<file path="config.mk">
export PLATFORM = sky130hd
export DESIGN_NAME = ins_fetch_unit
export DESIGN_NICKNAME = d
export VERILOG_FILES = /design/src/rtl/cpu_pkg.sv /design/src/rtl/fetch_pc.sv /design/src/rtl/ins_fetch_unit.sv
export SDC_FILE = /design/constraint.sdc
export NUM_CORES = 1
export LEC_CHECK = 0
export CAP_MARGIN = 20
export CORE_UTILIZATION = 47
export DETAILED_ROUTE_END_ITERATION = 16
export PLACE_DENSITY = 0.91
export SLEW_MARGIN = 30
export SYNTH_ARGS = -nofsm -noshare
export SYNTH_HDL_FRONTEND = slang
export SYNTH_SLANG_ARGS = --single-unit
</file>
<file path="constraint.sdc">
create_clock -name clk -period 2.2 [get_ports clk]
set_clock_uncertainty 0.1 [all_clocks]
set_input_delay 0.44 -clock clk [delete_from_list [all_inputs] [get_ports clk]]
set_output_delay 0.44 -clock clk [all_outputs]
set_load 0.05 [all_outputs]
</file>
<file path="src/rtl/cpu_pkg.sv">
// Shared CPU definitions: opcode values, instruction field positions and the
// fetch FSM state type used by the instruction fetch unit.
package cpu_pkg;

    localparam logic [3:0] OP_ADD  = 4'h0;
    localparam logic [3:0] OP_SUB  = 4'h1;
    localparam logic [3:0] OP_INC  = 4'h2;
    localparam logic [3:0] OP_DEC  = 4'h3;
    localparam logic [3:0] OP_AND  = 4'h4;
    localparam logic [3:0] OP_OR   = 4'h5;
    localparam logic [3:0] OP_XOR  = 4'h6;
    localparam logic [3:0] OP_NOT  = 4'h7;
    localparam logic [3:0] OP_NAND = 4'h8;
    localparam logic [3:0] OP_NOR  = 4'h9;
    localparam logic [3:0] OP_XNOR = 4'hA;
    localparam logic [3:0] OP_MOV  = 4'hB;
    localparam logic [3:0] OP_MVI  = 4'hC;
    localparam logic [3:0] OP_LDA  = 4'hD;

    localparam int OPC_HI  = 15;
    localparam int OPC_LO  = 12;
    localparam int DST_HI  = 11;
    localparam int DST_LO  = 9;
    localparam int SRC1_HI = 8;
    localparam int SRC1_LO = 6;
    localparam int SRC2_HI = 5;
    localparam int SRC2_LO = 3;

    typedef enum logic [1:0] {
        ST_IDLE     = 2'd0,
        ST_WAIT_ACK = 2'd1,
        ST_DONE     = 2'd2
    } fetch_state_e;

    // Instructions whose immediate/address lives in a second ROM word.
    function automatic logic is_two_word(input logic [3:0] opc);
        return (opc == OP_MVI) || (opc == OP_LDA);
    endfunction

endpackage

</file>
<file path="src/rtl/fetch_pc.sv">
// Program counter with wrap-around increment and a registered copy used as
// the ROM fetch address.
module fetch_pc #(
    parameter int                ADDR_W   = 8,
    parameter logic [ADDR_W-1:0] RESET_PC = {ADDR_W{1'b0}}
) (
    input  logic              clk,
    input  logic              rst,
    input  logic              load,
    input  logic              inc,
    output logic [ADDR_W-1:0] addr
);

    logic [ADDR_W-1:0] pc_r;

    // PC and fetch address registers; load samples the pre-increment PC.
    always_ff @(posedge clk) begin
        if (rst) begin
            pc_r <= RESET_PC;
            addr <= RESET_PC;
        end else begin
            if (inc) begin
                pc_r <= pc_r + ADDR_W'(1);
            end else begin
                pc_r <= pc_r;
            end
            if (load) begin
                addr <= pc_r;
            end else begin
                addr <= addr;
            end
        end
    end

endmodule

</file>
<file path="src/rtl/ins_fetch_unit.sv">
// Instruction fetch unit: owns the PC, runs the ROM request/ack handshake
// with a timeout, and splits the fetched word into decoded fields.
module ins_fetch_unit
    import cpu_pkg::*;
#(
    parameter int                ADDR_W   = 8,
    parameter int                DATA_W   = 16,
    parameter logic [ADDR_W-1:0] RESET_PC = {ADDR_W{1'b0}},
    parameter int                TIMEOUT  = 15
) (
    input  logic              clk,
    input  logic              rst,
    input  logic              en,
    input  logic              CS_PC_load,
    input  logic              CS_PC_inc,
    input  logic              CS_Ins_load,
    output logic [ADDR_W-1:0] mem_addr,
    output logic              mem_req,
    input  logic              mem_ack,
    input  logic [DATA_W-1:0] mem_rdata,
    output logic [3:0]        FU_opcode,
    output logic [2:0]        FU_dst,
    output logic [2:0]        FU_src1,
    output logic [2:0]        FU_src2,
    output logic [DATA_W-1:0] FU_imm,
    output logic              FU_two_word,
    output logic              fetch_busy,
    output logic              fetch_done,
    output logic              fetch_err
);

    localparam int CNT_W = (TIMEOUT > 2) ? $clog2(TIMEOUT) : 1;
    localparam logic [CNT_W-1:0] CNT_LAST = CNT_W'(TIMEOUT - 1);

    fetch_state_e      state_r, state_s;
    logic [CNT_W-1:0]  cnt_r, cnt_s;
    logic [DATA_W-1:0] ir_r, ir_s, imm_r, imm_s;
    logic              word_sel_r, word_sel_s;
    logic              two_word_r, two_word_s;
    logic              req_r, req_s, done_r, done_s, err_r, err_s;
    logic              pc_load_s, pc_inc_s;

    fetch_pc #(.ADDR_W(ADDR_W), .RESET_PC(RESET_PC)) u_pc (
        .clk  (clk),
        .rst  (rst),
        .load (pc_load_s),
        .inc  (pc_inc_s),
        .addr (mem_addr)
    );

    // Next-state and datapath update for the fetch handshake.
    always_comb begin
        state_s    = state_r;
        cnt_s      = cnt_r;
        ir_s       = ir_r;
        imm_s      = imm_r;
        word_sel_s = word_sel_r;
        two_word_s = two_word_r;
        req_s      = req_r;
        done_s     = 1'b0;
        err_s      = 1'b0;
        pc_load_s  = 1'b0;
        pc_inc_s   = 1'b0;
        if (!en) begin
            state_s = ST_IDLE;
            req_s   = 1'b0;
            cnt_s   = {CNT_W{1'b0}};
        end else begin
            case (state_r)
                ST_IDLE: begin
                    pc_load_s = CS_PC_load;
                    pc_inc_s  = CS_PC_inc;
                    if (CS_PC_load && CS_Ins_load) begin
                        req_s   = 1'b1;
                        cnt_s   = {CNT_W{1'b0}};
                        state_s = ST_WAIT_ACK;
                    end else begin
                        state_s = ST_IDLE;
                    end
                end
                ST_WAIT_ACK: begin
                    if (mem_ack) begin
                        // First word carries the fields; a pending second word is the immediate.
                        if (!word_sel_r) begin
                            ir_s       = mem_rdata;
                            two_word_s = is_two_word(mem_rdata[OPC_HI:OPC_LO]);
                            word_sel_s = two_word_s;
                        end else begin
                            imm_s      = mem_rdata;
                            word_sel_s = 1'b0;
                        end
                        req_s   = 1'b0;
                        done_s  = 1'b1;
                        state_s = ST_DONE;
                    end else if (cnt_r == CNT_LAST) begin
                        err_s   = 1'b1;
                        req_s   = 1'b0;
                        state_s = ST_IDLE;
                    end else begin
                        cnt_s = cnt_r + CNT_W'(1);
                    end
                end
                ST_DONE: begin
                    state_s = ST_IDLE;
                end
                default: begin
                    state_s = ST_IDLE;
                    req_s   = 1'b0;
                end
            endcase
        end
    end

    // State and datapath registers.
    always_ff @(posedge clk) begin
        if (rst) begin
            state_r    <= ST_IDLE;
            cnt_r      <= {CNT_W{1'b0}};
            ir_r       <= {DATA_W{1'b0}};
            imm_r      <= {DATA_W{1'b0}};
            word_sel_r <= 1'b0;
            two_word_r <= 1'b0;
            req_r      <= 1'b0;
            done_r     <= 1'b0;
            err_r      <= 1'b0;
        end else begin
            state_r    <= state_s;
            cnt_r      <= cnt_s;
            ir_r       <= ir_s;
            imm_r      <= imm_s;
            word_sel_r <= word_sel_s;
            two_word_r <= two_word_s;
            req_r      <= req_s;
            done_r     <= done_s;
            err_r      <= err_s;
        end
    end

    assign mem_req     = req_r;
    assign fetch_done  = done_r;
    assign fetch_err   = err_r;
    assign fetch_busy  = (state_r != ST_IDLE);
    assign FU_two_word = two_word_r;
    assign FU_imm      = imm_r;
    assign FU_opcode   = ir_r[OPC_HI:OPC_LO];
    assign FU_dst      = ir_r[DST_HI:DST_LO];
    assign FU_src1     = ir_r[SRC1_HI:SRC1_LO];
    assign FU_src2     = ir_r[SRC2_HI:SRC2_LO];

endmodule

</file>
Word level (Yosys, flattened, before mapping) --
Index checks and enable logic that the tools add are counted.
Storage, ports and cells: flip-flop bits (word level) 59, input port bits 23, word-level logic and storage cells 58
Operators by class: add/subtract/negate cells 2, eq/ne operators 9, multiplexer cells 19, bitwise operators 4, reduce and logical (&&, ||, !) cells 13
Operator list (number):
- $eq A4 B4 Y1 const B | 3
- $mux W4 | 3
- $reduce_and A4 Y1 | 3
- $mux W1 | 11
- $add A8 B1 Y8 const B | 1
- $pmux W4 S2 | 1
- $ne A2 B2 Y1 const B | 3
- $reduce_and A3 Y1 | 2
- $add A4 B1 Y4 const B | 1
- $mux W2 | 2
- $not A1 Y1 | 4
- $pmux W2 S2 | 1
- $reduce_bool A2 Y1 | 2
- $reduce_or A4 Y1 | 1
- $ne A3 B3 Y1 const B | 1
- $pmux W1 S3 | 1
- $reduce_or A3 Y1 | 1
- $eq A2 B1 Y1 const B | 1
- $eq A2 B2 Y1 const B | 1
- $logic_not A2 Y1 | 1
- $reduce_or A2 Y1 | 1
- $logic_and A1 B1 Y1 | 1
- $logic_or A1 B1 Y1 | 1

Longest topological paths before layout --
word-level depth 4, gate-level depth with buffers 6

Hierarchy --
From an unflattened synthesis, not the netlist that was laid out.
Unflattened totals: cell total of the unflattened synthesis 255, area total of the unflattened synthesis 2238.4 µm²
Modules (own cells, without submodules):
- ins_fetch_unit | instances 1, cells an instance 192, area an instance 1622.8 µm², sequential area each 800.8 µm²
- fetch_pc | instances 1, cells an instance 63, area an instance 615.6 µm², sequential area each 320.3 µm²

Least setup slack after synthesis --
Ideal clock, no wire load.
path type in2reg, from in mem_ack, to reg cnt_r[2], setup time 0.074 ns, arrival time 1.423 ns, data required time 2.026 ns, path slack 0.603 ns, stages on the path 4, buffers on the path 1, cells stage by stage or3b_1 > buf_2 > or3b_1 > a31oi_1
On the way: word-level cells in the longest chain between the ends 2
RTL lines:
- from (decl) | RTL line ins_fetch_unit.sv:19 | input logic mem_ack,
- $ne A2 B2 Y1 (no line)
- $reduce_and A4 Y1 (no line)
- to (signal assigned) | RTL line ins_fetch_unit.sv:118 | cnt_r <= {CNT_W{1'b0}};
- to (signal assigned) | RTL line ins_fetch_unit.sv:128 | cnt_r <= cnt_s;
- to (decl) | RTL line ins_fetch_unit.sv:36 | logic [CNT_W-1:0] cnt_r, cnt_s;
No other way between the ends. A chain may end at the register's enable or synchronous reset.

Worst setup path after layout --
from reg imm_r[6] (netlist: FU_imm[6]), to out FU_imm[6]
RTL lines:
- from (decl) | RTL line ins_fetch_unit.sv:37 | logic [DATA_W-1:0] ir_r, ir_s, imm_r, imm_s;
- from (signal assigned) | RTL line ins_fetch_unit.sv:120 | imm_r <= {DATA_W{1'b0}};
- from (signal assigned) | RTL line ins_fetch_unit.sv:130 | imm_r <= imm_s;
- to (decl) | RTL line ins_fetch_unit.sv:25 | output logic [DATA_W-1:0] FU_imm,
No word-level cell between the ends.

==> results.ini <==
[outcome]
status = finished clean

[finish]
nets = 337
num_antenna_cells = 0
final_common_cell = clkdlybuf4s50_1
nFillCells = 363
area_delta_synth_final_pct = 33.26
drive_gt1_share_pct = 5.825
layout_common_cells = 62 x clkdlybuf4s50_1, 56 x dfxtp_1, 39 x a21oi_1
final_cell_area_sq_um = 2983
fin_cells = 361

[grt]
grt_pass1_vias = 1904
grt_start_max_net_pins = 34
grt.overflow.total = 0
antenna_found_initial = 0
grt_pass1_wl_microns = 8887
grtUsageTotal_pct = 22.02

[cts]
clk_path_buf_depth = 2
insertion_delay_ns = 0.30
numCtsBuffers = 5
htreeDepth = 2
clock-sinks = 56
cts_tree = done
postCtsResizedCells = 0
clkTransAtPathRegs_ns = 0.09
root_buffer = clkbuf_8
hold_buffers = 0
post_cts_buffers = 0

[route]
dr.first_iter.drc_count = 178
drt-pass1-iter-count = 7
vias = 2114
drc_errors = 0
route.detailed.wl_per_inst_microns = 15.24
postRouteAntennaNets = 0
wirelength_microns = 5503
drt-vias-per-instance = 5.856

[synth]
netlist_area_sq_um = 2238
ys_seq_area_share_pct = 50.08
synth_nets = 281
ys.flop_type = dfxtp_1
synthArstFlopShare_pct = 0
yosys-top-cells-area = dfxtp_1 50%, a21oi_1 8.7%, nand3_1 7.6%
avgSynthCellArea_sq_um = 8.778
yosysTopAreaCellShare_pct = 50.08
synthCells = 255
yosysWarnings = 0
yosys_register_bits = 56
synth-edff-count = 0
synth.distinct_cells = 33
synth_area_leader_cell = dfxtp_1

[timing]
finalCritPeriodShare_pct = 91.88
fmax_ghz = 0.4947
rsz0062_at_grt = no
whs_ns = 0.3001
setup_ws_ns = 0.1786
finalSetupViolCount = 0
setup_tns_ns = 0
min_period_ns = 2.021
max_slew_margin_pct = 48.77
tightest_slew_ns = 0.7676
hold_violations = 0
slew_viol_final = 0

[worst_setup_path]
crit_path_end_kind = primary output
r2r_start = word_sel_r
ff2ff_setup_slack_ns = 0.45
crit_type = reg -> out
path_max_fanout = 2
cp_cell_sequence = clkdlybuf4s50_1
slowest_delay_ns = 0.84
required_ns = 1.66
crit_path_start = FU_imm[6]
crit_family = buffers and inverters
slowest_stage = clkdlybuf4s50_1
crit_end = FU_imm[6]
reg2reg_to = FU_imm[9]
crit_cells = 1
path_buf_inv = 1
r2r_cells = 3
worstPathArrival_ns = 1.48
start_kind = register

[placement]
place_ws_ns = 0.09216
port_buffers = 64
dp_cells = 356
hpwl_microns = 3686
gp_congestion = 0.7843
placed_area_sq_um = 2914

[pwr]
clockPowerShare_pct = 30.3
switchingPower_mw = 0.3667
sw_frac_of_total_pct = 22.19
p_int_mw = 1.286
peakVddDrop_uv = 311.4
powerDensity_nw_per_um2 = 553.9
power.leakage_nw = 0.9785
pwr-share-seq_pct = 62.1
comb_power_share_pct = 7.6

[floorplan]
start_util_pct = 50.03
core_area_sq_um = 4474
die_y_microns = 71.01
rows = 24
die_x_microns = 71.01
ios = 65
die_area_sq_um = 5042

[hold_path]
hold_path.class = in -> reg

[job]
cap_violations = 0

## state kept, by name, indices dropped and copies added, names as in the netlist, 2 cells and up
register   flops
ir_r          13
FU_imm        16
state_r        2
cnt_r          4
u_pc.pc_r      8
u_pc.addr      8
## power groups by stage
stage | Clock [mW] | Sequential (mW) | Combinational [mW]
floorplan | 0 | 1.06 | 0.0479
global placement | 0 | 1.05 | 0.123
detailed placement | 0 | 1.05 | 0.124
CTS | 0.510 | 1.03 | 0.126
global route | 0.541 | 1.03 | 0.134
finish | 0.500 | 1.03 | 0.126
## stage by stage
stage / util (%) / total power [mW]
floorplan: - / 1.108
global placement: 65.13 / 1.172
detailed placement: 65.13 / 1.174
CTS: 66.67 / 1.662
global route: 66.67 / 1.703
finish: 66.67 / 1.652
## cell usage after synthesis (2+ instances only)
| library cell | count |
|---|---|
| nand2b_1 | 2 |
| inv_1 | 4 |
| or3_1 | 6 |
| a31oi_1 | 2 |
| o21ai_0 | 33 |
| nand3_1 | 34 |
| dfxtp_1 | 56 |
| or4_1 | 3 |
| nor2_1 | 13 |
| o211ai_1 | 4 |
| nand4bb_1 | 2 |
| or3b_1 | 2 |
| clkbuf_1 | 17 |
| nand2_1 | 4 |
| nor3_1 | 2 |
| mux2i_1 | 9 |
| ha_1 | 3 |
| a21oi_1 | 39 |
| nand4b_1 | 2 |
| buf_2 | 4 |
| o31ai_1 | 2 |
## metal layers
metal / track usage [%] / routed length, microns / share of wire (%)
met1: 29.94 / 2469 / 45
met2: 34.72 / 2615 / 48
met5: 0 / 0 / 0
met4: 7.778 / 113 / 2.1
met3: 4.701 / 306 / 5.6
## worst reg2reg max path, cell delays in order, from the launching register on
cell	delay, ns
dfxtp_1	0.58
inv_1	0.47
o21ai_0	0.37
a21oi_1	0.12
## worst min-delay path by stage
stage                     cells after the start      endpoint  slack [ns]    startpoint
after detailed placement                      2    FU_imm[14]        0.37    FU_imm[14]
after CTS                                     2  u_pc.addr[5]        0.29           rst
final                                         2  u_pc.addr[5]        0.30           rst
after global placement                        2     FU_imm[1]        0.36     FU_imm[1]
after floorplan                               2  u_pc.pc_r[7]        0.35  u_pc.pc_r[7]
after global routing                          2  u_pc.addr[5]        0.32           rst
## cells by family (layout without fill, tap and decap cells)
family / after synthesis / count (layout) / share of synthesized area, %
buf+inv: 27 / 81 / 4.919
simple gates: 77 / 77 / 19.34
xor+xnor: 1 / 1 / 0.3914
fa+ha+maj: 3 / 3 / 1.677
mux: 10 / 10 / 4.528
compound gates: 81 / 81 / 19.06
flops: 56 / 56 / 50.08
## final cells by class
type | instances | area (sq um) | share of cell area [%]
flip-flops and latches | 56 | 1121 | 37.58
multi-input cells | 172 | 1007 | 33.77
repair buffers | 72 | 705.7 | 23.66
clock buffers | 5 | 68.82 | 2.307
well taps | 52 | 65.06 | 2.181
inverters | 4 | 15.01 | 0.5034
No activity file was read; power rests on OpenSTA's default activity.
